`config.mk`:
```
export PLATFORM = sky130hd
export DESIGN_NAME = mem_port_arbiter
export DESIGN_NICKNAME = d
export VERILOG_FILES = /design/src/rtl/mem_port_arbiter_pkg.sv /design/src/rtl/mem_arb_starve_ctr.sv /design/src/rtl/mem_port_arbiter.sv
export SDC_FILE = /design/constraint.sdc
export NUM_CORES = 1
export LEC_CHECK = 0
export ABC_AREA = 1
export CAP_MARGIN = 40
export CORE_ASPECT_RATIO = 1.25
export CORE_MARGIN = 4
export CORE_UTILIZATION = 50
export CTS_BUF_LIST = sky130_fd_sc_hd__clkbuf_8
export DETAILED_ROUTE_END_ITERATION = 8
export DONT_BUFFER_PORTS = 1
export PLACE_DENSITY = 0.76
export RECOVER_POWER = 100
export SETUP_SLACK_MARGIN = 0.1
export SLEW_MARGIN = 25
export SYNTH_ARGS = -nofsm -noshare
export SYNTH_HDL_FRONTEND = slang
export SYNTH_SLANG_ARGS = --single-unit
export TNS_END_PERCENT = 20
```
`constraint.sdc`:
```
create_clock -name CLK -period 2.55 [get_ports CLK]
set_clock_uncertainty 0.2 [all_clocks]
set_input_delay 0.51 -clock CLK [delete_from_list [all_inputs] [get_ports CLK]]
set_output_delay 0.51 -clock CLK [all_outputs]
set_load 0.01 [all_outputs]
```
`src/rtl/mem_port_arbiter_pkg.sv`:
```
// Shared types and constants for the instruction/data memory port arbiter.
package mem_port_arbiter_pkg;

    typedef enum logic [1:0] {
        IDLE    = 2'b00,
        GRANT_I = 2'b01,
        GRANT_D = 2'b10
    } arb_state_e;

    localparam int STARVE_LIMIT_DEF = 4;
    localparam int STREAK_W         = 4;

endpackage

```
`src/rtl/mem_arb_starve_ctr.sv`:
```
// Counts consecutive data grants taken while a fetch waits; forces fetch at the limit.
module mem_arb_starve_ctr
    import mem_port_arbiter_pkg::*;
#(
    parameter int STARVE_LIMIT = STARVE_LIMIT_DEF
) (
    input  logic i_clk,
    input  logic i_reset,
    input  logic i_fetch_req,
    input  logic i_d_grant,
    input  logic i_i_grant,
    output logic o_force_i
);

    localparam logic [STREAK_W-1:0] LIMIT = STREAK_W'(STARVE_LIMIT);

    logic [STREAK_W-1:0] r_streak;

    // Any cycle without a waiting fetch ends the streak.
    always_ff @(posedge i_clk) begin
        if (i_reset) begin
            r_streak <= '0;
        end else if (i_i_grant || !i_fetch_req) begin
            r_streak <= '0;
        end else if (i_d_grant && (r_streak != LIMIT)) begin
            r_streak <= r_streak + 1'b1;
        end
    end

    assign o_force_i = i_fetch_req && (r_streak == LIMIT);

endmodule

```
`src/rtl/mem_port_arbiter.sv`:
```
// Serialises fetch and data requests onto one multi-cycle memory port.
// Data has priority; a starvation counter guarantees fetch progress.
module mem_port_arbiter
    import mem_port_arbiter_pkg::*;
#(
    parameter int DATA_WIDTH   = 32,
    parameter int STARVE_LIMIT = STARVE_LIMIT_DEF
) (
    input  logic                  CLK,
    input  logic                  RESET,
    input  logic                  I_READ,
    input  logic [DATA_WIDTH-1:0] I_ADDRESS,
    output logic [DATA_WIDTH-1:0] I_READDATA,
    output logic                  I_BUSYWAIT,
    input  logic                  D_READ,
    input  logic                  D_WRITE,
    input  logic [DATA_WIDTH-1:0] D_ADDRESS,
    input  logic [DATA_WIDTH-1:0] D_WRITEDATA,
    output logic [DATA_WIDTH-1:0] D_READDATA,
    output logic                  D_BUSYWAIT,
    output logic                  M_READ,
    output logic                  M_WRITE,
    output logic [DATA_WIDTH-1:0] M_ADDRESS,
    output logic [DATA_WIDTH-1:0] M_WRITEDATA,
    input  logic [DATA_WIDTH-1:0] M_READDATA,
    input  logic                  M_BUSYWAIT
);

    arb_state_e            r_state;
    arb_state_e            w_next_state;
    logic                  w_d_req;
    logic                  w_force_i;
    logic                  w_grant_i;
    logic                  w_grant_d;
    logic                  w_done_i;
    logic                  w_done_d;
    logic                  r_m_read;
    logic                  r_m_write;
    logic [DATA_WIDTH-1:0] r_m_address;
    logic [DATA_WIDTH-1:0] r_m_writedata;
    logic [DATA_WIDTH-1:0] r_i_rdata;
    logic [DATA_WIDTH-1:0] r_d_rdata;

    assign w_d_req = D_READ | D_WRITE;

    mem_arb_starve_ctr #(
        .STARVE_LIMIT (STARVE_LIMIT)
    ) u_starve_ctr (
        .i_clk       (CLK),
        .i_reset     (RESET),
        .i_fetch_req (I_READ),
        .i_d_grant   (w_grant_d),
        .i_i_grant   (w_grant_i),
        .o_force_i   (w_force_i)
    );

    always_ff @(posedge CLK) begin
        if (RESET) r_state <= IDLE;
        else       r_state <= w_next_state;
    end

    always_comb begin
        // NOTE: defaults first so every path assigns every output; no latches.
        w_next_state = r_state;
        w_grant_i    = 1'b0;
        w_grant_d    = 1'b0;
        unique case (r_state)
            IDLE: begin
                if (w_d_req && !w_force_i) begin
                    w_next_state = GRANT_D;
                    w_grant_d    = 1'b1;
                end else if (I_READ) begin
                    w_next_state = GRANT_I;
                    w_grant_i    = 1'b1;
                end
            end
            GRANT_I: if (!M_BUSYWAIT) w_next_state = IDLE;
            GRANT_D: if (!M_BUSYWAIT) w_next_state = IDLE;
            default: w_next_state = IDLE;
        endcase
    end

    // A transaction only completes outside reset, so BUSYWAIT tracks raw requests then.
    always_comb begin
        w_done_i   = (r_state == GRANT_I) && !M_BUSYWAIT && !RESET;
        w_done_d   = (r_state == GRANT_D) && !M_BUSYWAIT && !RESET;
        I_BUSYWAIT = I_READ  && !w_done_i;
        D_BUSYWAIT = w_d_req && !w_done_d;
        I_READDATA = (r_state == GRANT_I) ? M_READDATA : r_i_rdata;
        D_READDATA = (r_state == GRANT_D) ? M_READDATA : r_d_rdata;
    end

    // NOTE: sequential state uses non-blocking assignments so all registers see pre-edge values.
    always_ff @(posedge CLK) begin
        if (RESET) begin
            r_m_read      <= 1'b0;
            r_m_write     <= 1'b0;
            r_m_address   <= '0;
            r_m_writedata <= '0;
            r_i_rdata     <= '0;
            r_d_rdata     <= '0;
        end else begin
            if (w_grant_d) begin
                r_m_address   <= D_ADDRESS;
                r_m_writedata <= D_WRITEDATA;
                r_m_write     <= D_WRITE;
                r_m_read      <= D_READ & ~D_WRITE;
            end else if (w_grant_i) begin
                r_m_address <= I_ADDRESS;
                r_m_read    <= 1'b1;
                r_m_write   <= 1'b0;
            end else if (w_done_i || w_done_d) begin
                r_m_read  <= 1'b0;
                r_m_write <= 1'b0;
            end
            // Data is kept only if the requester is still waiting for a read.
            if (w_done_i && I_READ)             r_i_rdata <= M_READDATA;
            if (w_done_d && D_READ && r_m_read) r_d_rdata <= M_READDATA;
        end
    end

    assign M_READ      = r_m_read;
    assign M_WRITE     = r_m_write;
    assign M_ADDRESS   = r_m_address;
    assign M_WRITEDATA = r_m_writedata;

endmodule
```
==> results.ini <==
[status]
outcome=completed

[cts]
clock_path_buffers=2
clkSinkCount=136
htreeDepth=4
cts-root-buf=clkbuf_8
cts_tree=yes
insertion_delay_ns=0.43
path_clk_slew_ns=0.08
cts_made_buffers=17

[yosys]
avgSynthCellArea_um2=6.63
yosysTopAreaCell=dfxtp_1
synth_edf_count=0
yosysWarnings=0
ys_top_cells_by_area=dfxtp_1 43%, nand2_1 18%, nor2_1 7.8%, inv_1 4.8%, o21ai_0 4.8%
synthCells=950
seq_area_frac_synth_pct=43.2
ys_types=22
synth_top_area_share_pct=43.2
synth_fp_nets=1089
async_flop_share_pct=0
synth_flop_cell=dfxtp_1
postSynthRegisterBits=136
syn_area_um2=6300

[timing]
fmax_mhz=412
hold_violations=0
worst_pin_slew_ns=0.753
fin_crit_ns=2.43
fin_crit_sh_pct=95.1
rsz0062_at_grt=true
maxSlewHeadroom_pct=49.8
setup_tns_ns=0
finalSetupViolCount=0
final-max-slew-violation-count=0

[routing]
drt_wl_total_um=18400
viasPerCell=5.33
wl_per_cell_um=15.9
drt_iter0_drc=312
drtAntennaViolNets=0
vias=6168
drc=0
dr.pass1.iters=6

[grt]
grt_max_degree=66
grt.total_usage_pct=24.9
grt_pass1_vias=5882
overflow=0
antenna_found_initial=0
grt_pass1_wl_um=29000

[critical_path]
worstRegToRegCells=8
critPathBufInv=2
cp.arrival_ns=1.72
cp_data_required_time_ns=1.84
worstReg2RegEnd=M_WRITEDATA[17]
critPathMaxFanout=32
path_delay_family=compound AO/OA/AOI/OAI gates
timing.rr.start=u_starve_ctr.r_streak[0]
cpPeakStageDelay_ns=0.42
end_kind=output pin
crit_chain=inv_1, ha_1, buf_4, o21ai_0
worstSetupPathType=reg -> out
critPathLaunchType=flop
reg2reg_slack_ns=0.19
cpMaxStageDelayCell=o21ai_0

[die]
dieWidth_um=108
die_h_um=133
initial_utilization_pct=51.5
ios=266
core_area_um2=12200
die_area_um2=14500
rows=45

[run]
maxCapViolCount=0

[min_path]
holdCritPathClass=in -> reg
min-delay-start=D_WRITEDATA[23]
min_path_cells=2
hold_end=M_WRITEDATA[23]

[layout]
layout.nets=1119
n_antenna_cell=0
fill_cells=1155
drive_gt1_share_pct=5.84
layout_common_cells=306 x nand2_1, 136 x dfxtp_1, 132 x nor2_1
final_area_um2=7350
synthToLayoutAreaGrowth_pct=16.7
final_common_cell=nand2_1

[power]
power_density_nw_per_um2=704
max-vdd-ir-drop_mv=0.536
power_leakage_nw=3.33

[placement]
dp_hpwl_um=11500
dpl_cell_area_um2=6350
io_buffer_count=0
routabilityCongestion=0.775

==> Yosys cell counts (2+ instances only) <==
cell,count
inv_2,5
nor2_1,131
nand2_1,306
clkbuf_1,37
nand3_1,41
dfxtp_1,136
nand4_1,35
xor2_1,2
o21ai_1,7
o31ai_1,32
buf_1,3
a21oi_1,38
ha_1,5
inv_1,81
o21ai_0,60
buf_4,6
buf_2,20
==> per-stage QoR <==
step	hold WS, ns	std cells	utilization [%]	setup WS, ns	total power, mW
global route	0.00245	1157	60.2	0.0274	5.48
floorplan	0.240	950	-	0.575	3.25
finish	0.0285	1157	60.2	0.124	5.17
detailed placement	0.252	1062	52.0	0.415	3.43
CTS	0.000141	1157	60.5	0.0297	5.22
global placement	0.252	1062	52.0	0.459	3.41
==> per-layer routing <==
layer / share of wire, % / track usage [%] / up-vias
met5: 0 / 0 / -
met4: 2.8 / 9.54 / 0
met3: 9.2 / 7.80 / 41
met2: 48 / 41.0 / 284
met1: 40 / 30.2 / 2765
li1: - / - / 3078
==> how the worst max path moves through the flow <==
stage | startpoint | endpoint | slack (ns) | cells after the start
2_1_floorplan | r_state[0] | D_READDATA[10] | 0.58 | 7
6_report | r_state[1] | I_READDATA[29] | 0.12 | 4
4_1_cts | r_state[0] | D_BUSYWAIT | 0.03 | 6
5_1_grt | r_state[1] | I_READDATA[16] | 0.03 | 4
3_3_place_gp | r_state[0] | D_BUSYWAIT | 0.46 | 6
3_5_place_dp | D_WRITE | M_WRITEDATA[19] | 0.42 | 7
==> registers in the layout, indices dropped and copies added, names as in the netlist <==
register               cells
M_ADDRESS                 32
M_WRITEDATA               32
r_d_rdata                 32
r_i_rdata                 32
u_starve_ctr.r_streak      4
r_state                    2
M_READ                     1
M_WRITE                    1
==> cells by family (layout without fill, tap and decap cells) <==
family | after synthesis | in the layout | synth area share (%)
simple gates | 518 | 518 | 33.5
buf+inv | 152 | 195 | 9.82
compound gates | 137 | 137 | 12.2
flops | 136 | 136 | 43.2
fa+ha+maj | 5 | 5 | 0.993
xor+xnor | 2 | 2 | 0.278
==> final cells by class <==
class                   instances  area (um2)  area share [%]
clock buffers                  18         248            3.37
flip-flops and latches        136        2720            37.0
multi-input cells             662        2950            40.1
clock inverters                14         125            1.70
well taps                     164         205            2.79
inverters                      86         329            4.48
repair buffers                 77         777            10.6
==> worst register-to-register path, cell delays in order, from the launching register on <==
cell and delay [ns]:
dfxtp_1 0.38, inv_1 0.08, ha_1 0.22, nand4_1 0.11, nand3_1 0.18, inv_4 0.32, nand2_1 0.11, a21oi_1 0.15
dlygate4sd3_1 0.57
==> power by group <==
| group | internal, mW | total, mW | switching [mW] | leakage [nW] |
|---|---|---|---|---|
| sequential | 2.29 | 2.49 | 0.196 | 1.11 |
| combinational | 0.361 | 1.03 | 0.667 | 2.05 |
| clock | 0.798 | 1.66 | 0.860 | 0.173 |
==> what timing repair did <==
item | in CTS | in global routing
endpoints found under the hold margin | 89 | 0
setup buffers | 2 | 0
gates cloned | 0 | 0
resized for setup | 3 | 12
hold buffers | 61 | 0
endpoints found under the setup margin | 32 | 49
No activity file was read; power rests on OpenSTA's default activity.
==> RTL edit: new RTL, same flow settings <==
Set the package constant `STREAK_W` to 5 (it was 4).
--- a/src/rtl/mem_port_arbiter_pkg.sv
+++ b/src/rtl/mem_port_arbiter_pkg.sv
@@ -10,3 +10,3 @@
     localparam int STARVE_LIMIT_DEF = 4;
-    localparam int STREAK_W         = 4;
+    localparam int STREAK_W         = 5;
 
Behaviour: same outputs for any inputs over 4 cycles, from zero or initial values and one cycle with RESET high; that may be too few to reach the edited logic, so the function may still have changed.
==> RTL edit against the unedited design <==
Wire length rose by 0.11%. Sequential cell count grew 1. Sequential share of layout area decreased by 0.64 points. Sequential power is 2% lower. Synthesized area rose by 1.9%. Core utilization fell by 0.65 points. Design area grew 2.5%. Total power shrank 0.85%. Die area grew 1.8%. First-iteration DRC count increased by 20%. Register-to-register slack gained 0.10 ns. Synthesized cell count increased by 0.74%. Worst setup slack improved by 0.031 ns. Critical path type unchanged. Critical endpoint is now D_READDATA[18]. Highest routed layer unchanged.
==> RTL edit: results (changes against the unedited design) <==
| Metric | Value |
|---|---|
| Reg2reg setup slack | 0.29 ns (+0.10 ns) |
| Via density | 5.31 (-0.42%) |
| Seq/total area | 36.4% (-0.64 points) |
| Vias | 6211 (+0.70%) |
| Initial DRC count | 374 (+20%) |
| Net Switching | 1.55 mW (-9.8%) |
| Largest net degree at the start of global routing | 68 (+3.0%) |
| Hold worst-path end | M_ADDRESS[19]$_SDFFE_PP0P_ |
| Total track usage | 24.1% (-0.81 points) |
| Clock group | 1.88 mW (+13%) |
| Crit-path max FO | 16 (-50%) |
| Final WL | 18400 um (+0.11%) |
| Die ar. | 0.0147 sq mm (+1.8%) |
| NonClk Buf Share | 11.2% (+0.59 points) |
| Hold Startpoint | RESET |
| Post-Place Cells | 1075 (+1.2%) |
| Logic gate share of total power | 16.0% (-3.9 points) |
| Mean Syn Cell Area | 6.71 sq um (+1.2%) |
| CP Capture Point | D_READDATA[18] |
| # resized after CTS | 8 (+5) |
| First-pass GRT wire length | 28200 um (-2.8%) |
| Leakage power | 3.41 nW (+2.4%) |
| Data arrival time of the worst path | 1.68 ns (-0.04 ns) |
| Fraction of area in multi-input gates | 40.0% (-0.088 points) |
| Plain + repair buffers | 80 (+3.9%) |
| Area growth, synth to finish | 17.4% |
| Pre-antenna DRT Iters | 5 (-1) |
| Status | finished clean |
| # Post-CTS Setup Buffers | 0 (-2) |
| Clk sinks | 137 (+0.74%) |
| Max_slew headroom | 35.7% (-14 points) |
| Final worst path period share | 93.9% (-1.2 points) |
| Commonest cells in the synthesized netlist | 313 x nand2_1, 137 x dfxtp_1, 128 x nor2_1 |
| Sequential area share after synthesis | 42.7% (-0.51 points) |
| Clock-cell share of area | 5.56% (+0.49 points) |
| Setup Slack @ Placement | 0.472 ns (+0.0569 ns) |
==> RTL edit: critical path, cell delays in order (launching register included) <==
cell	delay [ns]
dfxtp_1	0.40
inv_1	0.09
ha_1	0.25
inv_2	0.13
clkbuf_16	0.19
nand2_1	0.06
nand2_1	0.12
==> RTL edit: kinds of logic after synthesis <==
kind of cell               Yosys count  share of synthesized area (%)
AOI/OAI and AO/OA                  137                           12.0
xor gates and xnor gates             3                          0.409
adders and majority gates            5                          0.974
DFF                                137                           42.7
and+or+nand+nor                    525                           33.5
buffers and inverters              150                           10.4
==> RTL edit: metal layers <==
| metal | vias to the layer above | wire length (um) | GRT usage (%) |
|---|---|---|---|
| met4 | 0 | 374 | 9.29 |
| met2 | 289 | 9030 | 40.2 |
| met1 | 2787 | 7260 | 28.7 |
| li1 | 3104 | - | - |
| met3 | 31 | 1770 | 7.46 |
| met5 | - | 0 | 0 |
